[src/rtl/flappy_pkg.sv]
// Shared definitions for the pipe-scroll sequencer: one-hot game states,
// score width/ceiling and the score-to-speed-level mapping.
package flappy_pkg;

  localparam int STATE_W = 6;
  localparam int SCORE_W = 4;
  localparam logic [SCORE_W-1:0] SCORE_MAX = 4'd15;

  localparam logic [STATE_W-1:0] S_IDLE     = 6'b000001;
  localparam logic [STATE_W-1:0] S_ARM      = 6'b000010;
  localparam logic [STATE_W-1:0] S_RUN      = 6'b000100;
  localparam logic [STATE_W-1:0] S_STOPPING = 6'b001000;
  localparam logic [STATE_W-1:0] S_OVER     = 6'b010000;
  localparam logic [STATE_W-1:0] S_ACKING   = 6'b100000;

  // Speed level grows one step every level_score points, clamped at max_level.
  function automatic logic [1:0] level_of(input logic [SCORE_W-1:0] score,
                                          input int level_score,
                                          input int max_level);
    int lvl;
    lvl = int'(score) / level_score;
    if (lvl > max_level) lvl = max_level;
    return 2'(lvl);
  endfunction

endpackage

[src/rtl/scroll_divider.sv]
// Scroll clock-enable divider: counts 0..period-1 and emits a one-cycle tick.
// The period is captured only on clear or wrap so it never changes mid-count.
module scroll_divider #(
  parameter int DIV_W = 27
) (
  input  logic             clk,
  input  logic             reset,
  input  logic             en,
  input  logic             clr,
  input  logic [DIV_W-1:0] period,
  output logic             tick,
  output logic             wrap
);

  logic [DIV_W-1:0] cnt_q, cnt_d;
  logic [DIV_W-1:0] period_q, period_d;
  logic             tick_q, tick_d;

  // Kept as a standalone assign so the period input never appears to feed wrap.
  assign wrap = en && !clr && (cnt_q == period_q - DIV_W'(1));

  always_comb begin
    cnt_d    = cnt_q;
    period_d = period_q;
    tick_d   = 1'b0;
    if (clr) begin
      cnt_d    = '0;
      period_d = period;
    end else if (en) begin
      if (wrap) begin
        cnt_d    = '0;
        period_d = period;
        tick_d   = 1'b1;
      end else begin
        cnt_d = cnt_q + DIV_W'(1);
      end
    end
  end

  always_ff @(posedge clk) begin
    if (reset) begin
      cnt_q    <= '0;
      period_q <= '0;
      tick_q   <= 1'b0;
    end else begin
      cnt_q    <= cnt_d;
      period_q <= period_d;
      tick_q   <= tick_d;
    end
  end

  assign tick = tick_q;

endmodule

[src/rtl/pipe_scroll_ctrl.sv]
// Game-level sequencer for the pipe X datapath: Start/Stop/Ack handshake,
// score-dependent scroll speed, game-over hold-off and high-score tracking.
module pipe_scroll_ctrl
  import flappy_pkg::*;
#(
  parameter int TICK_BASE   = 500000,
  parameter int TICK_STEP   = 50000,
  parameter int LEVEL_SCORE = 4,
  parameter int MAX_LEVEL   = 3,
  parameter int OVER_HOLD   = 100000000,
  parameter int DIV_W       = 27
) (
  input  logic               clk,
  input  logic               reset,
  input  logic               btn,
  input  logic               collision,
  input  logic [SCORE_W-1:0] score,
  input  logic               q_initial,
  input  logic               q_count,
  input  logic               q_stop,
  output logic               scroll_tick,
  output logic               start,
  output logic               stop,
  output logic               ack,
  output logic [1:0]         speed_level,
  output logic [SCORE_W-1:0] high_score,
  output logic [STATE_W-1:0] state
);

  localparam logic [DIV_W-1:0] HOLD_LAST = DIV_W'(OVER_HOLD - 1);

  logic [STATE_W-1:0] state_q, state_d;
  logic               start_q, start_d;
  logic               stop_q, stop_d;
  logic               ack_q, ack_d;
  logic [1:0]         speed_q, speed_d;
  logic [SCORE_W-1:0] hs_q, hs_d;
  logic [DIV_W-1:0]   hold_q, hold_d;
  logic               illegal;
  logic               div_en, div_clr, div_wrap, div_tick;
  logic [DIV_W-1:0]   div_period;

  function automatic logic is_counting(input logic [STATE_W-1:0] s);
    return (s == S_ARM) || (s == S_RUN) || (s == S_STOPPING) || (s == S_ACKING);
  endfunction

  always_comb begin
    state_d = state_q;
    illegal = 1'b0;
    case (state_q)
      S_IDLE:     if (btn) state_d = S_ARM;
      S_ARM:      if (q_count) state_d = S_RUN;
      S_RUN:      if (collision || (score == SCORE_MAX)) state_d = S_STOPPING;
      S_STOPPING: if (q_stop) state_d = S_OVER;
      S_OVER:     if (btn && (hold_q == HOLD_LAST)) state_d = S_ACKING;
      S_ACKING:   if (q_initial) state_d = S_IDLE;
      default: begin
        state_d = S_IDLE;
        illegal = 1'b1;
      end
    endcase
  end

  // The divider runs only while both the current and next state are scrolling
  // states, so no tick can leak into the first OVER or IDLE cycle.
  assign div_en  = is_counting(state_q) && is_counting(state_d);
  assign div_clr = illegal || ((state_d == S_ARM) && (state_q != S_ARM));

  always_comb begin
    speed_d = speed_q;
    if (div_wrap) speed_d = level_of(score, LEVEL_SCORE, MAX_LEVEL);
    if (illegal || ((state_q == S_ACKING) && q_initial)) speed_d = 2'd0;
    div_period = DIV_W'(TICK_BASE - int'(speed_d) * TICK_STEP);

    hold_d = '0;
    if ((state_q == S_OVER) && (state_d == S_OVER))
      hold_d = (hold_q == HOLD_LAST) ? hold_q : hold_q + DIV_W'(1);

    hs_d = hs_q;
    if ((state_q == S_STOPPING) && q_stop && (score > hs_q)) hs_d = score;

    start_d = (state_d == S_ARM);
    stop_d  = (state_d == S_STOPPING);
    ack_d   = (state_d == S_ACKING);
  end

  scroll_divider #(
    .DIV_W(DIV_W)
  ) u_div (
    .clk   (clk),
    .reset (reset),
    .en    (div_en),
    .clr   (div_clr),
    .period(div_period),
    .tick  (div_tick),
    .wrap  (div_wrap)
  );

  always_ff @(posedge clk) begin
    if (reset) begin
      state_q <= S_IDLE;
      start_q <= 1'b0;
      stop_q  <= 1'b0;
      ack_q   <= 1'b0;
      speed_q <= 2'd0;
      hs_q    <= '0;
      hold_q  <= '0;
    end else begin
      state_q <= state_d;
      start_q <= start_d;
      stop_q  <= stop_d;
      ack_q   <= ack_d;
      speed_q <= speed_d;
      hs_q    <= hs_d;
      hold_q  <= hold_d;
    end
  end

  assign scroll_tick = div_tick;
  assign start       = start_q;
  assign stop        = stop_q;
  assign ack         = ack_q;
  assign speed_level = speed_q;
  assign high_score  = hs_q;
  assign state       = state_q;

endmodule

[config.mk]
export PLATFORM = sky130hd
export DESIGN_NAME = pipe_scroll_ctrl
export DESIGN_NICKNAME = d
export VERILOG_FILES = /design/src/rtl/flappy_pkg.sv /design/src/rtl/scroll_divider.sv /design/src/rtl/pipe_scroll_ctrl.sv
export SDC_FILE = /design/constraint.sdc
export NUM_CORES = 1
export LEC_CHECK = 0
export BUFFER_PORTS_ARGS = -buffer_cell sky130_fd_sc_hd__buf_2
export CAP_MARGIN = 10
export CELL_PAD_IN_SITES_DETAIL_PLACEMENT = 0
export CELL_PAD_IN_SITES_GLOBAL_PLACEMENT = 1
export CORE_ASPECT_RATIO = 0.9
export CORE_MARGIN = 5
export CORE_UTILIZATION = 25
export CTS_CLUSTER_DIAMETER = 100
export DETAILED_ROUTE_END_ITERATION = 12
export PLACE_DENSITY = 0.5
export SYNTH_ARGS = -nofsm -noshare
export SYNTH_HDL_FRONTEND = slang
export SYNTH_SLANG_ARGS = --single-unit
[constraint.sdc]
create_clock -name clk -period 8.1 [get_ports clk]
set_input_delay 0.81 -clock clk [delete_from_list [all_inputs] [get_ports clk]]
set_output_delay 0.81 -clock clk [all_outputs]
set_load 0.05 [all_outputs]
Yosys cells after proc, flatten, opt, wreduce, memory -nomap -nowiden
Index checks and enable logic that the tools add are counted.
{"block": "totals", "regBits": 97, "output_inout_bits": 16, "word_cells": 76}
{"block": "op_classes", "n_addsub": 4, "mul": 1, "magnitude_cmp": 2, "n_eq_ne": 15, "n_mux": 16, "bitwise": 2, "n_reduce_logical": 26}
{"cell": "$mux 27", "n": 4}
{"cell": "$add 27x1->27 const B", "n": 2}
{"cell": "$mux 6", "n": 6}
{"cell": "$pmux 6 s6", "n": 1}
{"cell": "$eq 27x27->1", "n": 1}
{"cell": "$eq 27x27->1 const B", "n": 1}
{"cell": "$sub 27x1->27 const B", "n": 1}
{"cell": "$sub 19x18->20 const A", "n": 1}
{"cell": "$mul 2x12->14 const B", "n": 1}
{"cell": "$eq 6x2->1 const B", "n": 2}
{"cell": "$eq 6x3->1 const B", "n": 2}
{"cell": "$eq 6x4->1 const B", "n": 2}
{"cell": "$eq 6x5->1 const B", "n": 2}
{"cell": "$eq 6x6->1 const B", "n": 2}
{"cell": "$logic_and 1x1->1", "n": 9}
{"cell": "$logic_or 1x1->1", "n": 9}
{"cell": "$eq 6x1->1 const B", "n": 1}
{"cell": "$mux 2", "n": 3}
{"cell": "$ne 6x2->1 const B", "n": 1}
{"cell": "$reduce_or 6->1", "n": 1}
{"cell": "$eq 4x4->1 const B", "n": 1}
{"cell": "$gt 4x4->1", "n": 1}
{"cell": "$reduce_bool 2->1", "n": 2}
{"cell": "$reduce_or 2->1", "n": 2}
{"cell": "other kinds (6)", "n": 8}

Longest topological paths before layout
Gate-level depths: netlist (run 1).
{"block": "logic_depth", "ltp_word": 18, "mapped_depth": 17, "ltp_nobuf": 15}

Modules after synthesis
From an unflattened synthesis (run 1), not the netlist that was laid out.
{"block": "hier_totals", "hier_cells": 813, "hier_area_um2": 6313.6}
{"mod": "scroll_divider", "instances": 1, "cells_per_inst": 538, "area_per_inst_um2": 4047.6, "seq_area_each_um2": 1101.1}
{"mod": "pipe_scroll_ctrl", "instances": 1, "cells_per_inst": 275, "area_per_inst_um2": 2265.9, "seq_area_each_um2": 840.8}

Worst setup path before layout (run 1)
No wires, ideal clock.
{"block": "synth_path", "path_kind": "register to register", "from": "register state_q[2] (netlist: state[2])", "to": "register u_div.period_q[15]", "setup_time_ns": 0.126, "t_arrival_ns": 3.639, "required_time_ns": 7.974, "setup_slack_ns": 4.335, "path_stages_with_launch": 15, "cell_sequence": "dfxtp_1 > buf_2 > or4b_1 > or4b_1 > nand3_1 > o21bai_1 > a22oi_1 > nor3_4 > mux2_4 > nand2_1 > ha_1 > inv_1 > nor2_1 > nand4_1 > nand3_1"}
{"block": "synth_via", "elab_chain_len": 16, "elab_cells_between_ends": 44}
{"item": "start: declaration", "line": "pipe_scroll_ctrl.sv:32", "text": "logic [STATE_W-1:0] state_q, state_d;"}
{"item": "start signal: assignment", "line": "pipe_scroll_ctrl.sv:109", "text": "state_q <= state_d;"}
{"item": "$eq 6x6->1, or another cell as far along", "line": "pipe_scroll_ctrl.sv:44, pipe_scroll_ctrl.sv:50, pipe_scroll_ctrl.sv:72"}
{"item": "$pmux 6 s6", "line": "pipe_scroll_ctrl.sv:50", "text": "case (state_q)"}
{"item": "$eq 6x2->1 / $eq 6x3->1 (equally long branches)", "line": "pipe_scroll_ctrl.sv:44, pipe_scroll_ctrl.sv:67"}
{"item": "$logic_or 1x1->1 (3 in a row)", "line": "pipe_scroll_ctrl.sv:44", "text": "return (s == S_ARM) || (s == S_RUN) || (s == S_STOPPING) || (s == S_ACKING);"}
{"item": "$logic_and 1x1->1", "line": "pipe_scroll_ctrl.sv:66", "text": "assign div_en = is_counting(state_q) && is_counting(state_d);"}
{"item": "$logic_and 1x1->1 (2 in a row)", "line": "scroll_divider.sv:20", "text": "assign wrap = en && !clr && (cnt_q == period_q - DIV_W'(1));"}
{"item": "$mux 2", "line": "pipe_scroll_ctrl.sv:71", "text": "if (div_wrap) speed_d = level_of(score, LEVEL_SCORE, MAX_LEVEL);"}
{"item": "$mux 2", "line": "pipe_scroll_ctrl.sv:72", "text": "if (illegal || ((state_q == S_ACKING) && q_initial)) speed_d = 2'd0;"}
{"item": "$mul 2x12->14", "line": "pipe_scroll_ctrl.sv:73", "text": "div_period = DIV_W'(TICK_BASE - int'(speed_d) * TICK_STEP);"}
{"item": "$sub 19x18->20", "line": "pipe_scroll_ctrl.sv:73"}
{"item": "$mux 27", "line": "scroll_divider.sv:30", "text": "if (wrap) begin"}
{"item": "$mux 27", "line": "scroll_divider.sv:29", "text": "end else if (en) begin"}
{"item": "$mux 27", "line": "scroll_divider.sv:26", "text": "if (clr) begin"}
{"item": "end signal: assignment", "line": "scroll_divider.sv:47", "text": "period_q <= period_d;"}
{"item": "end: declaration", "line": "scroll_divider.sv:16", "text": "logic [DIV_W-1:0] period_q, period_d;"}
Several ways; a longest one is shown, not always the timed one. The select of a mux whose other input is x is not followed.
A chain may end at the register's enable or synchronous reset.

Worst setup path in the final report (run 1)
{"block": "layout_path", "from": "register u_div.period_q[6]", "to": "register u_div.period_q[15]"}
{"block": "layout_via", "elab_chain_len": 10, "elab_cells_between_ends": 12}
{"item": "$sub 27x1->27 (*)", "line": "scroll_divider.sv:20"}
{"item": "$eq 27x27->1 (*)", "line": "scroll_divider.sv:20"}
{"item": "$logic_and 1x1->1 (*)", "line": "scroll_divider.sv:20"}
{"item": "$mux 2", "line": "pipe_scroll_ctrl.sv:71"}
{"item": "$mux 2", "line": "pipe_scroll_ctrl.sv:72"}
{"item": "$mul 2x12->14", "line": "pipe_scroll_ctrl.sv:73"}
{"item": "$sub 19x18->20", "line": "pipe_scroll_ctrl.sv:73"}
{"item": "$mux 27", "line": "scroll_divider.sv:30"}
{"item": "$mux 27", "line": "scroll_divider.sv:29"}
{"item": "$mux 27", "line": "scroll_divider.sv:26"}
Mark *: on every way between the ends. The rest lies on a longest branch, timed or not. The select of a mux whose other input is x is not followed.

==> results of run 1 <==
==> cell usage after synthesis (10+ instances only) <==
| library cell | number | share of area, % |
|---|---|---|
| clkbuf_1 | 15 | 1.2 |
| xor2_1 | 25 | 4.8 |
| or3_1 | 18 | 2.4 |
| nor3_1 | 21 | 2.3 |
| a21oi_1 | 23 | 2.5 |
| ha_1 | 13 | 3.5 |
| dfxtp_1 | 81 | 35 |
| nand3_1 | 30 | 3.3 |
| inv_1 | 25 | 2.0 |
| nand2_1 | 34 | 2.8 |
| o21ai_0 | 19 | 2.1 |
| xnor2_1 | 31 | 5.9 |
| and3_1 | 10 | 1.4 |
| nor2_1 | 89 | 7.3 |
==> how the worst max path moves through the flow <==
stage | to | from | slack (ps) | cells after the start
final | u_div.period_q[15] | u_div.period_q[6] | 4030 | 12
after CTS | u_div.period_q[15] | u_div.period_q[6] | 4010 | 12
after detailed placement | u_div.period_q[15] | u_div.period_q[6] | 4030 | 12
after floorplan | u_div.period_q[15] | state[2] | 4340 | 14
after global placement | u_div.period_q[15] | u_div.period_q[14] | 4090 | 13
after global routing | u_div.period_q[15] | u_div.period_q[6] | 3710 | 12
==> registers in the layout (all words and copies together), names as in the netlist <==
| register | cells |
|---|---|
| hold_q | 27 |
| u_div.cnt_q | 27 |
| u_div.period_q | 11 |
| state | 6 |
| high_score | 4 |
| speed_level | 2 |
| ack | 1 |
| start | 1 |
| stop | 1 |
| u_div.tick | 1 |
==> metrics by stage <==
step                      hold slack (ps)  power [uW]  instance area [um^2]  setup slack (ps)  cells
after floorplan                       454         495                  4600              4340    566
after global placement                471         515                  4890              4090    810
after detailed placement              474         514                  4890              4030    810
after CTS                             486         955                  5200              4010    826
after global routing                  526         981                  5200              3710    826
final                                 484         936                  5200              4030    826
==> placed cells by master, fill, tap and decap left out, types with 5 or more instances in the layout <==
cell type,instances
a211oi_2,5
a21oi_1,23
and3_1,10
buf_2,26
clkbuf_16,9
dfxtp_1,81
ha_1,13
inv_1,25
mux2i_1,9
nand2_1,34
nand2b_1,5
nand3_1,30
nand4_1,9
nor2_1,89
nor3_1,21
nor4_1,8
o21a_1,6
o21ai_0,19
or3_1,18
xnor2_1,31
xor2_1,25
==> cell families after synthesis <==
| group | after synthesis |
|---|---|
| and+or+nand+nor | 265 |
| AOI/OAI and AO/OA | 89 |
| DFF | 81 |
| xor gates and xnor gates | 56 |
| buffers and inverters | 52 |
| adders and majority gates | 13 |
| muxes | 10 |
==> worst max-delay path, stage by stage (launching register included) <==
cell and delay [ps]:
dfxtp_1 380, nor4_1 860, nand2_1 240, o41ai_1 350
or4b_1 560, nor3_4 310, mux2_4 360, nand2_1 190
ha_1 350, inv_1 100, nor2_1 50, nand4_1 110
nand3_1 90
==> cell type report <==
class                           instances  area (um^2)  area share, %
Sequential cell                        81         1620           31.2
Inverter                               25         93.8           1.80
Clock buffer                           10          239           4.59
Tap cell                              245          307           5.89
Clock inverter                          6         71.3           1.37
Multi-Input combinational cell        433         2740           52.7
Timing Repair Buffer                   26          130           2.50
==> where the power goes <==
part	internal (uW)	switching [uW]
sequential	404	14.3
combinational	32.5	53.8
clock	251	181
==> layer usage <==
layer / vias up / global-route usage [%] / part of all wire, %
met4: 0 / 3.14 / 1.0
met2: 45 / 17.4 / 44
met3: 7 / 2.68 / 2.7
met5: - / 0 / 0
met1: 1835 / 15.7 / 52
li1: 2009 / - / -
==> impl_results.md, run 1 <==
- Status: complete, no violations
- Share of cells above drive strength 1: between 10% and 20%
- Post-CTS resize count: 0
- CTS tree: yes
- Post-Synth Simple-Gate Area: between 20% and 30%
- Slew at the pin closest to its max-slew limit: 969 ps
- Max-Cap Viols: 0
- Post-Synth Adder-Cell Area: 3.53%
- Largest family of logic cells by synthesized area: simple AND/OR/NAND/NOR gates
- Primary FF master, synth: dfxtp_1
- First-pass GRT wire length: 19.6 mm
- Starting Density: 25.2%
- Average vias per placed instance: 4.72
- WS Path Type: flip-flop to flip-flop
- Routed Antenna Nets: 0
- Area delta synth->final: 13.1%
- Compound-cell area share of the yosys netlist: a little over an eighth
- 1st-iter DRT viols: 224
- R2R Path Start: u_div.period_q[6]
- H-tree levels: 3
- Total gr overflow: 0
- Min-delay src: hold_q[26]
- Critical Path Start Type: flip-flop
- CP Max Fanout: 8
- Total wire length: 11.7 mm
- DP HPWL: 8.51 mm
- Clock Latency Late Sink: between 300 and 400 ps
- Worst Hold Class: flip-flop to flip-flop
- Pwr Density: 180 nW/um^2
- Post-synth EDFFs: 0
- Tcrit/Tclk final: 50.3%
- Fin Clk Skew: 11.6 ps
- Min-Delay Endpoint: hold_q[26]
- LEAKAGE: approximately 0.0018 uW
- Worst Reg2Reg Path Length in Cells: 12
- FF-to-FF End: u_div.period_q[15]
- GRT Total Usage: 11.2%
- Hold Fails Final Rpt: 0
- Initial antenna violation count: 0
- Net Count, Synth: 590
- Via count: 3,896
- Wire per inst: 14.2 um
- Largest net degree at the start of global routing: 32
- Full die area: about 21,000 um^2
- Site row count: 47
- Tmin final: 4070 ps
- Flop2flop setup slack: around 4000 ps
- Residual DRC count: 0
- Antenna Cells: 0
- Post-Synth XOR/XNOR Area: a little over a tenth
- Unrepaired setup endpoints after global routing: false
- Post-CTS setup buffer count: 0
- Syn_area_per_cell: between 8 and 9 um^2
- Syn. warnings: 0
- Required @ worst endpoint: 8320 ps
- Asr flop ratio synth: 0%
- Worst vdd ir: 0.125 mV
- Core area: ~18,000 um^2
- Achievable Freq: 0.245 GHz
- Final Max Slew Viols: 0
- CTS Buffer Depth: 2
- Gpl congestion: 0.844
- Sequential share of the synthesized area: 35.2%
- Hold depth: 2
- Synthesized cell area: 4600 um^2
- CTS Buf Count: 9
- Post-CTS Hold Buffers: 0
- Die W: roughly 150 um
- Filler cells: 1,956
- Clock root buffer: clkbuf_16
- Fin Setup TNS: 0 ps
- Register bit total from synthesis: a little over 80
- Port buffer count: 26
- Slew headroom: 34.8%
- I/O pin count: 27
- Setup crit end kind: flip-flop
- CP arrival: between 4000 and 5000 ps
- Mux cell area share after synthesis: 2.28%
- Fin util: 28.6%
- Total iterations of the first detailed-routing run: 4
- Final setup fails: 0
- Reg clk slew, reported paths: 70 ps
- Count of cell types in the netlist: 66
- Sink Count: 81
- Die Y-Extent: around 140 um
- Syn Inst Count: 566
- Vias in the first global route: 3,681
- Number of nets in the layout: 600
Note: power is estimated with default switching activity, not from simulation.
==> run 2: changes to the inputs <==
--- a/config.mk
+++ b/config.mk
@@ -5,6 +5,7 @@
 export SDC_FILE = /design/constraint.sdc
 export NUM_CORES = 1
 export LEC_CHECK = 0
+export ABC_AREA = 1
 export BUFFER_PORTS_ARGS = -buffer_cell sky130_fd_sc_hd__buf_2
 export CAP_MARGIN = 10
 export CELL_PAD_IN_SITES_DETAIL_PLACEMENT = 0
@@ -14,7 +15,7 @@
 export CORE_UTILIZATION = 25
 export CTS_CLUSTER_DIAMETER = 100
 export DETAILED_ROUTE_END_ITERATION = 12
-export PLACE_DENSITY = 0.5
+export PLACE_DENSITY = 0.51
 export SYNTH_ARGS = -nofsm -noshare
 export SYNTH_HDL_FRONTEND = slang
 export SYNTH_SLANG_ARGS = --single-unit
==> constraint.sdc (replaced) <==
create_clock -name clk -period 4.3 [get_ports clk]
set_input_delay 0.43 -clock clk [delete_from_list [all_inputs] [get_ports clk]]
set_output_delay 0.43 -clock clk [all_outputs]
set_load 0.05 [all_outputs]
==> impl_results.md, run 2 <==
- Hold depth: 3 (+1)
- Setup crit end kind: flip-flop
- Hold Fails Final Rpt: 0 (unchanged)
- Seq pwr share: 36.3% (-8.4 points)
- Primary FF master, synth: dfxtp_1
- Dpl ws: 1130 ps (-2900 ps)
- Area delta synth->final: 13.4%
- Fin Clk Skew: 9.81 ps (-1.83 ps)
- Reg clk slew, reported paths: 70 ps (about the same)
- Slew headroom: 51.8% (+17 points)
- Total wire length: 15.6 mm (+33%)
- CP Max Fanout: 8 (unchanged)
- Largest net degree at the start of global routing: 27 (-16%)
- Critical Path Start Type: flip-flop
- Average vias per placed instance: 4.52 (-4.1%)
- LEAKAGE: 0.00237 uW (+31%)
- CP arrival: 3420 ps (-880 ps)
- Syn Inst Count: 788 (+39%)
- Fin Setup TNS: 0 ps (unchanged)
- Post-synth EDFFs: 0 (unchanged)
- DP HPWL: 12.6 mm (+48%)
- Clock Latency Late Sink: 350 ps (about the same)
- Filler cells: 2,334 (+19%)
- Max-Cap Viols: 0 (unchanged)
- Count of cell types in the netlist: 49 (-26%)
- Final setup fails: 0 (unchanged)
- Port buffer count: 26 (unchanged)
- Die W: 163 um (+6.4%)
- Total iterations of the first detailed-routing run: 5 (+1)
- Sink Count: 81 (unchanged)
- Register bit total from synthesis: 81 (unchanged)
- Via count: 4,989 (+28%)
- Routed Antenna Nets: 0 (unchanged)
- Residual DRC count: 0 (unchanged)
- Full die area: 24,000 um^2 (+13%)
- Wire per inst: 14.1 um (-0.14%)
- Pwr Density: 379 nW/um^2 (+110%)
- Most numerous cell in the Yosys netlist: nand2_1
- Commonest non-fill, non-tap cells in the layout: 172 x nand2_1, 119 x nor2_1, 100 x inv_1, 81 x dfxtp_1, 52 x nand3_1
- Worst vdd ir: 0.180 mV (+44%)
- Antenna Cells: 0 (unchanged)
- Multi-input gate area: 3140 um^2 (+14%)
- 1st-iter DRT viols: 224 (unchanged)
- Final Max Slew Viols: 0 (unchanged)
- Achievable Freq: 0.315 GHz (+28%)
- Tmin final: 3180 ps (-895 ps)
- Status: complete, no violations
- Synthesized cell area: 5250 um^2 (+14%)
- Net Count, Synth: 812 (+38%)
- P_int: 1420 uW (+110%)
- Clock root buffer: clkbuf_16
- Required @ worst endpoint: 4540 ps (-3780 ps)
- Starting Density: 25.4% (+0.12 points)
- WS Path Type: flip-flop to flip-flop
- Worst Hold Class: input pin to flip-flop
- Total gr overflow: 0 (unchanged)
- CTS Buf Count: 9 (unchanged)
- I/O pin count: 27 (unchanged)
- GRT Total Usage: 13.4% (+2.2 points)
- Initial antenna violation count: 0 (unchanged)
- Synth area leader: dfxtp_1
- First-pass GRT wire length: 25.8 mm (+32%)
- Register Area: 1620 um^2 (unchanged)
- Sequential share of the synthesized area: 30.9% (-4.4 points)
- Asr flop ratio synth: 0% (unchanged)
- Top-area cell type share of the netlist area: 30.9% (-4.4 points)
- Slew at the pin closest to its max-slew limit: 719 ps (-250 ps)
- Share of cells above drive strength 1: 12.5% (+1.6 points)
- Number of nets in the layout: 837 (+40%)
- H-tree levels: 3 (unchanged)
- Clock share of power: 34.9% (-11 points)
- Syn. warnings: 0 (unchanged)
- Post-CTS Hold Buffers: 0 (unchanged)
- Comb pwr share: 28.8% (+20 points)
- Die Y-Extent: 147 um (+6.3%)
- CTS tree: yes
- Cells taking the most area after synthesis: dfxtp_1 31%, nand2_1 12%, nor2_1 8.5%
- CTS Buffer Depth: 2 (unchanged)
- Unrepaired setup endpoints after global routing: false
- Sw power: 840 uW (+240%)
- Worst Reg2Reg Path Length in Cells: 19 (+7)
- Core area: 20,700 um^2 (+14%)
- Commonest cells in the netlist: 172 x nand2_1, 119 x nor2_1, 100 x inv_1, 81 x dfxtp_1, 52 x nand3_1
- Post-CTS resize count: 0 (unchanged)
- Gpl congestion: 0.848 (+0.52%)
- Tcrit/Tclk final: 73.9% (+24 points)
- Top flop regs: hold_q: 27 flops, u_div.cnt_q: 27 flops, u_div.period_q: 11 flops
- Commonest non-fill, non-tap cell in the layout: nand2_1
- Syn_area_per_cell: 6.66 um^2 (-18%)
- Vias in the first global route: 4,868 (+32%)
- Site row count: 50 (+6.4%)
- Final WS setup: 1120 ps (-2910 ps)
- Sw frac: 37.2% (+11 points)
- Post-CTS setup buffer count: 0 (unchanged)
==> run 2: cell types whose count changed in the layout (fill, tap and decap cells not counted), moves of 19 or more <==
cell | previous run | this run
inv_1 | 25 | 100
nand2_1 | 34 | 172
nand3_1 | 30 | 52
nand4_1 | 9 | 29
nor2_1 | 89 | 119
xnor2_1 | 31 | 12
==> run 2: cells by family (layout without fill, tap and decap cells) <==
kind of cell             after synthesis  count (layout)  synth area share (%)
AO/OA/AOI/OAI                         71              71                  8.08
adder cells (fa/ha/maj)               13              13                  3.10
flip-flops                            81              81                  30.9
AND/OR/NAND/NOR                      462             462                  41.9
buffers and inverters                121             150                  9.36
XOR/XNOR                              40              40                  6.67
==> run 2: final cells by class <==
class,count,area share (%)
clock buffer,9,3.78
clock inverter,6,1.16
inverter,109,6.91
multi-input combinational,586,52.7
sequential,81,27.2
tap,286,6.01
timing repair buffer,26,2.19
==> run 2: metrics by stage <==
step,instances,util (%),hold WS [ps],total power [uW],instance area (um^2)
CTS,1103,28.7,392,2290,5950
finish,1103,28.7,403,2260,5950
global route,1103,28.7,432,2410,5950
floorplan,788,-,443,1330,5250
global placement,1088,27.3,467,1500,5660
detailed placement,1088,27.3,470,1490,5660
==> run 2: final timing paths <==
path                                         start                 to  slack [ps]
worst max-delay path            u_div.period_q[14]  u_div.period_q[9]        1120
worst min-delay path                       q_count           state[2]         400
worst max register to register  u_div.period_q[14]  u_div.period_q[9]        1120
worst min register to register           hold_q[2]          hold_q[2]         480
==> run 2: worst max-delay path, stage by stage, from the launching register on <==
cell,delay [ps]
dfxtp_1,530
inv_2,140
ha_1,320
nand3_1,160
nor2_1,100
o21ai_1,210
nand2_1,80
nor2_1,140
nand3_1,110
nor2_2,130
nand3_4,150
clkinv_1,110
nand2_1,50
nand2_1,50
nand2_1,110
ha_1,370
nand2_2,100
nand2_1,80
nand3_1,70
nand2_1,60
==> run 2: layer usage <==
layer	GRT usage (%)	routed length, um	vias to the layer above
met5	0	0	-
met1	19.3	8160	2312
li1	-	-	2587
met3	3.46	628	14
met4	3.40	246	0
met2	20.1	6570	76
==> run 2: power groups by stage <==
stage	Sequential (uW)	Combinational [uW]	Clock [uW]
finish	819	650	789
global route	823	730	852
detailed placement	835	651	0
global placement	837	664	0
floorplan	846	487	0
CTS	818	653	823
==> run 3: changes to the inputs <==
==> constraint.sdc (replaced) <==
create_clock -name clk -period 3 [get_ports clk]
set_input_delay 0.3 -clock clk [delete_from_list [all_inputs] [get_ports clk]]
set_output_delay 0.3 -clock clk [all_outputs]
set_load 0.05 [all_outputs]
==> impl_results.md, run 3 (same netlist as run 2, synthesis figures left out) <==
- Status: complete, no violations
- GRT Total Usage: 13.8% (+0.34 points)
- Hold Fails Final Rpt: 0 (unchanged)
- Commonest non-fill, non-tap cell in the layout: nand2_1
- Sink Count: 81 (unchanged)
- Slew headroom: 67.6% (+16 points)
- LEAKAGE: 0.00247 uW (+4.3%)
- Die W: 163 um (unchanged)
- Full die area: 24,000 um^2 (unchanged)
- Clock Latency Late Sink: 350 ps (about the same)
- Total wire length: 16.2 mm (+3.5%)
- 1st-iter DRT viols: 242 (+8.0%)
- CP Max Fanout: 7 (-1)
- Layout Cells excl Fill: 1,118 (+1.4%)
- First-pass GRT wire length: 26.4 mm (+2.3%)
- Met2 Track Usage GR: 20.6% (+0.48 points)
- Tcrit/Tclk final: 93.8% (+20 points)
- Final Max Slew Viols: 0 (unchanged)
- Flop2flop setup slack: 190 ps (-930 ps)
- Fin Clk Skew: 11.8 ps (+2.04 ps)
- Placed inst area: 5750 um^2 (+1.6%)
- WS Path Type: flip-flop to flip-flop
- Number of nets in the layout: 851 (+1.7%)
- Critical Path Start Type: flip-flop
- Required @ worst endpoint: 3250 ps (-1290 ps)
- Core area: 20,700 um^2 (unchanged)
- Achievable Freq: 0.356 GHz (+13%)
- Clock root buffer: clkbuf_16
- Via count: 5,051 (+1.2%)
- Wire per inst: 14.4 um (+2.1%)
- Worst vdd ir: 0.265 mV (+48%)
- Largest net degree at the start of global routing: 27 (unchanged)
- Reg clk slew, reported paths: 70 ps (about the same)
- Pwr Density: 536 nW/um^2 (+41%)
- Starting Density: 25.4% (unchanged)
- CP arrival: 3060 ps (-360 ps)
- GR Util met1: 20.3% (+1.1 points)
- Initial antenna violation count: 0 (unchanged)
- CTS tree: yes
- Routed Antenna Nets: 0 (unchanged)
- Site row count: 50 (unchanged)
- Fin Setup TNS: 0 ps (unchanged)
- Total iterations of the first detailed-routing run: 5 (unchanged)
- Max-Cap Viols: 0 (unchanged)
- Average vias per placed instance: 4.52 (-0.12%)
- Die Y-Extent: 147 um (unchanged)
- Top flop regs: hold_q: 27 flops, u_div.cnt_q: 27 flops, u_div.period_q: 11 flops
- Unrepaired setup endpoints after global routing: false
- H-tree levels: 3 (unchanged)
- CTS Buffer Depth: 2 (unchanged)
- Antenna Cells: 0 (unchanged)
- Area delta synth->final: 17.4%
- Slew at the pin closest to its max-slew limit: 481 ps (-238 ps)
- Final setup fails: 0 (unchanged)
- DP HPWL: 12.9 mm (+2.4%)
- Commonest non-fill, non-tap cells in the layout: 170 x nand2_1, 114 x nor2_1, 98 x inv_1, 80 x dfxtp_1, 50 x nand3_1
- Share of cells above drive strength 1: 15.9% (+3.4 points)
- Residual DRC count: 0 (unchanged)
- Tmin final: 2810 ps (-366 ps)
- DP Cell Count: 1,100 (+1.1%)
- Vias in the first global route: 4,943 (+1.5%)
- CTS Buf Count: 9 (unchanged)
- Worst Hold Class: input pin to flip-flop
- Gpl congestion: 0.843 (-0.62%)
- Dpl ws: 60.6 ps (-1060 ps)
- Filler cells: 2,330 (-0.17%)
- Most used routing layer: met2
- Finished Cell Area: 6160 um^2 (+3.5%)
- Final WS setup: 187 ps (-934 ps)
- Total gr overflow: 0 (unchanged)
- Met3 usage: 2.48% (-0.98 points)
- I/O pin count: 27 (unchanged)
- Port buffer count: 26 (unchanged)
- Setup crit end kind: flip-flop
[run 3: changes by cell type in the layout (fill, tap and decap cells not counted), moves of 3 or more]
cell / before / now
inv_6: 1 / 4
nor2_1: 119 / 114
nand2_4: 1 / 4
buf_4: 0 / 14
nor2_4: 6 / 12
[run 3: per-layer routing]
metal	vias to the layer above	share of wire (%)
met5	-	0
met2	77	42
li1	2623	-
met1	2338	54
met3	13	3.0
met4	0	1.3
[run 3: worst paths after layout]
kind                            cells after the start           endpoint          startpoint
worst max-delay path                               21  u_div.period_q[9]  u_div.period_q[14]
worst max register to register                     21  u_div.period_q[9]  u_div.period_q[14]
worst min register to register                      1          hold_q[2]           hold_q[2]
worst min-delay path                                3      high_score[0]            score[0]
[run 3: final cells by class]
class,count,area [um^2],area share [%]
flip-flops and latches,81,1620,26.3
well taps,286,358,5.81
multi-input cells,586,3240,52.6
clock buffers,10,239,3.88
repair buffers,40,235,3.82
inverters,109,412,6.68
clock inverters,6,53.8,0.873
[run 3: stage by stage]
stage / hold slack [ps] / utilization (%) / total power, uW
after global routing: 279 / 29.8 / 3510
after detailed placement: 467 / 27.8 / 2150
after global placement: 464 / 27.8 / 2160
after floorplan: 443 / - / 1910
final: 261 / 29.8 / 3310
after CTS: 242 / 29.2 / 3290
[run 3: critical path, stage by stage (launching register included)]
cell and delay [ps]:
dfxtp_1 320, buf_4 180, nor2_4 110, nand2_2 100, nor2_4 190, nand2_2 80
nand2_1 110, nand2_1 70, nand2_2 80, nand3_2 90, nor2_4 140, nand2_1 90
nor2_4 120, nand3_4 120, clkinv_1 100, nand2_1 50, nand2_1 90, nand2_4 90
ha_4 290, nand3_1 110, nand3_1 110, nand2_1 50
[run 3: timing repair]
item / CTS / global route
hold buffers: 0 / 0
gates resized for setup: 0 / 25
setup buffers: 0 / 2
setup endpoints to repair: 0 / 9
[run 3: report_power, final]
group	internal (uW)	total, uW	switching, uW
clock	602	1110	510
sequential	1110	1170	58.6
combinational	322	1020	700
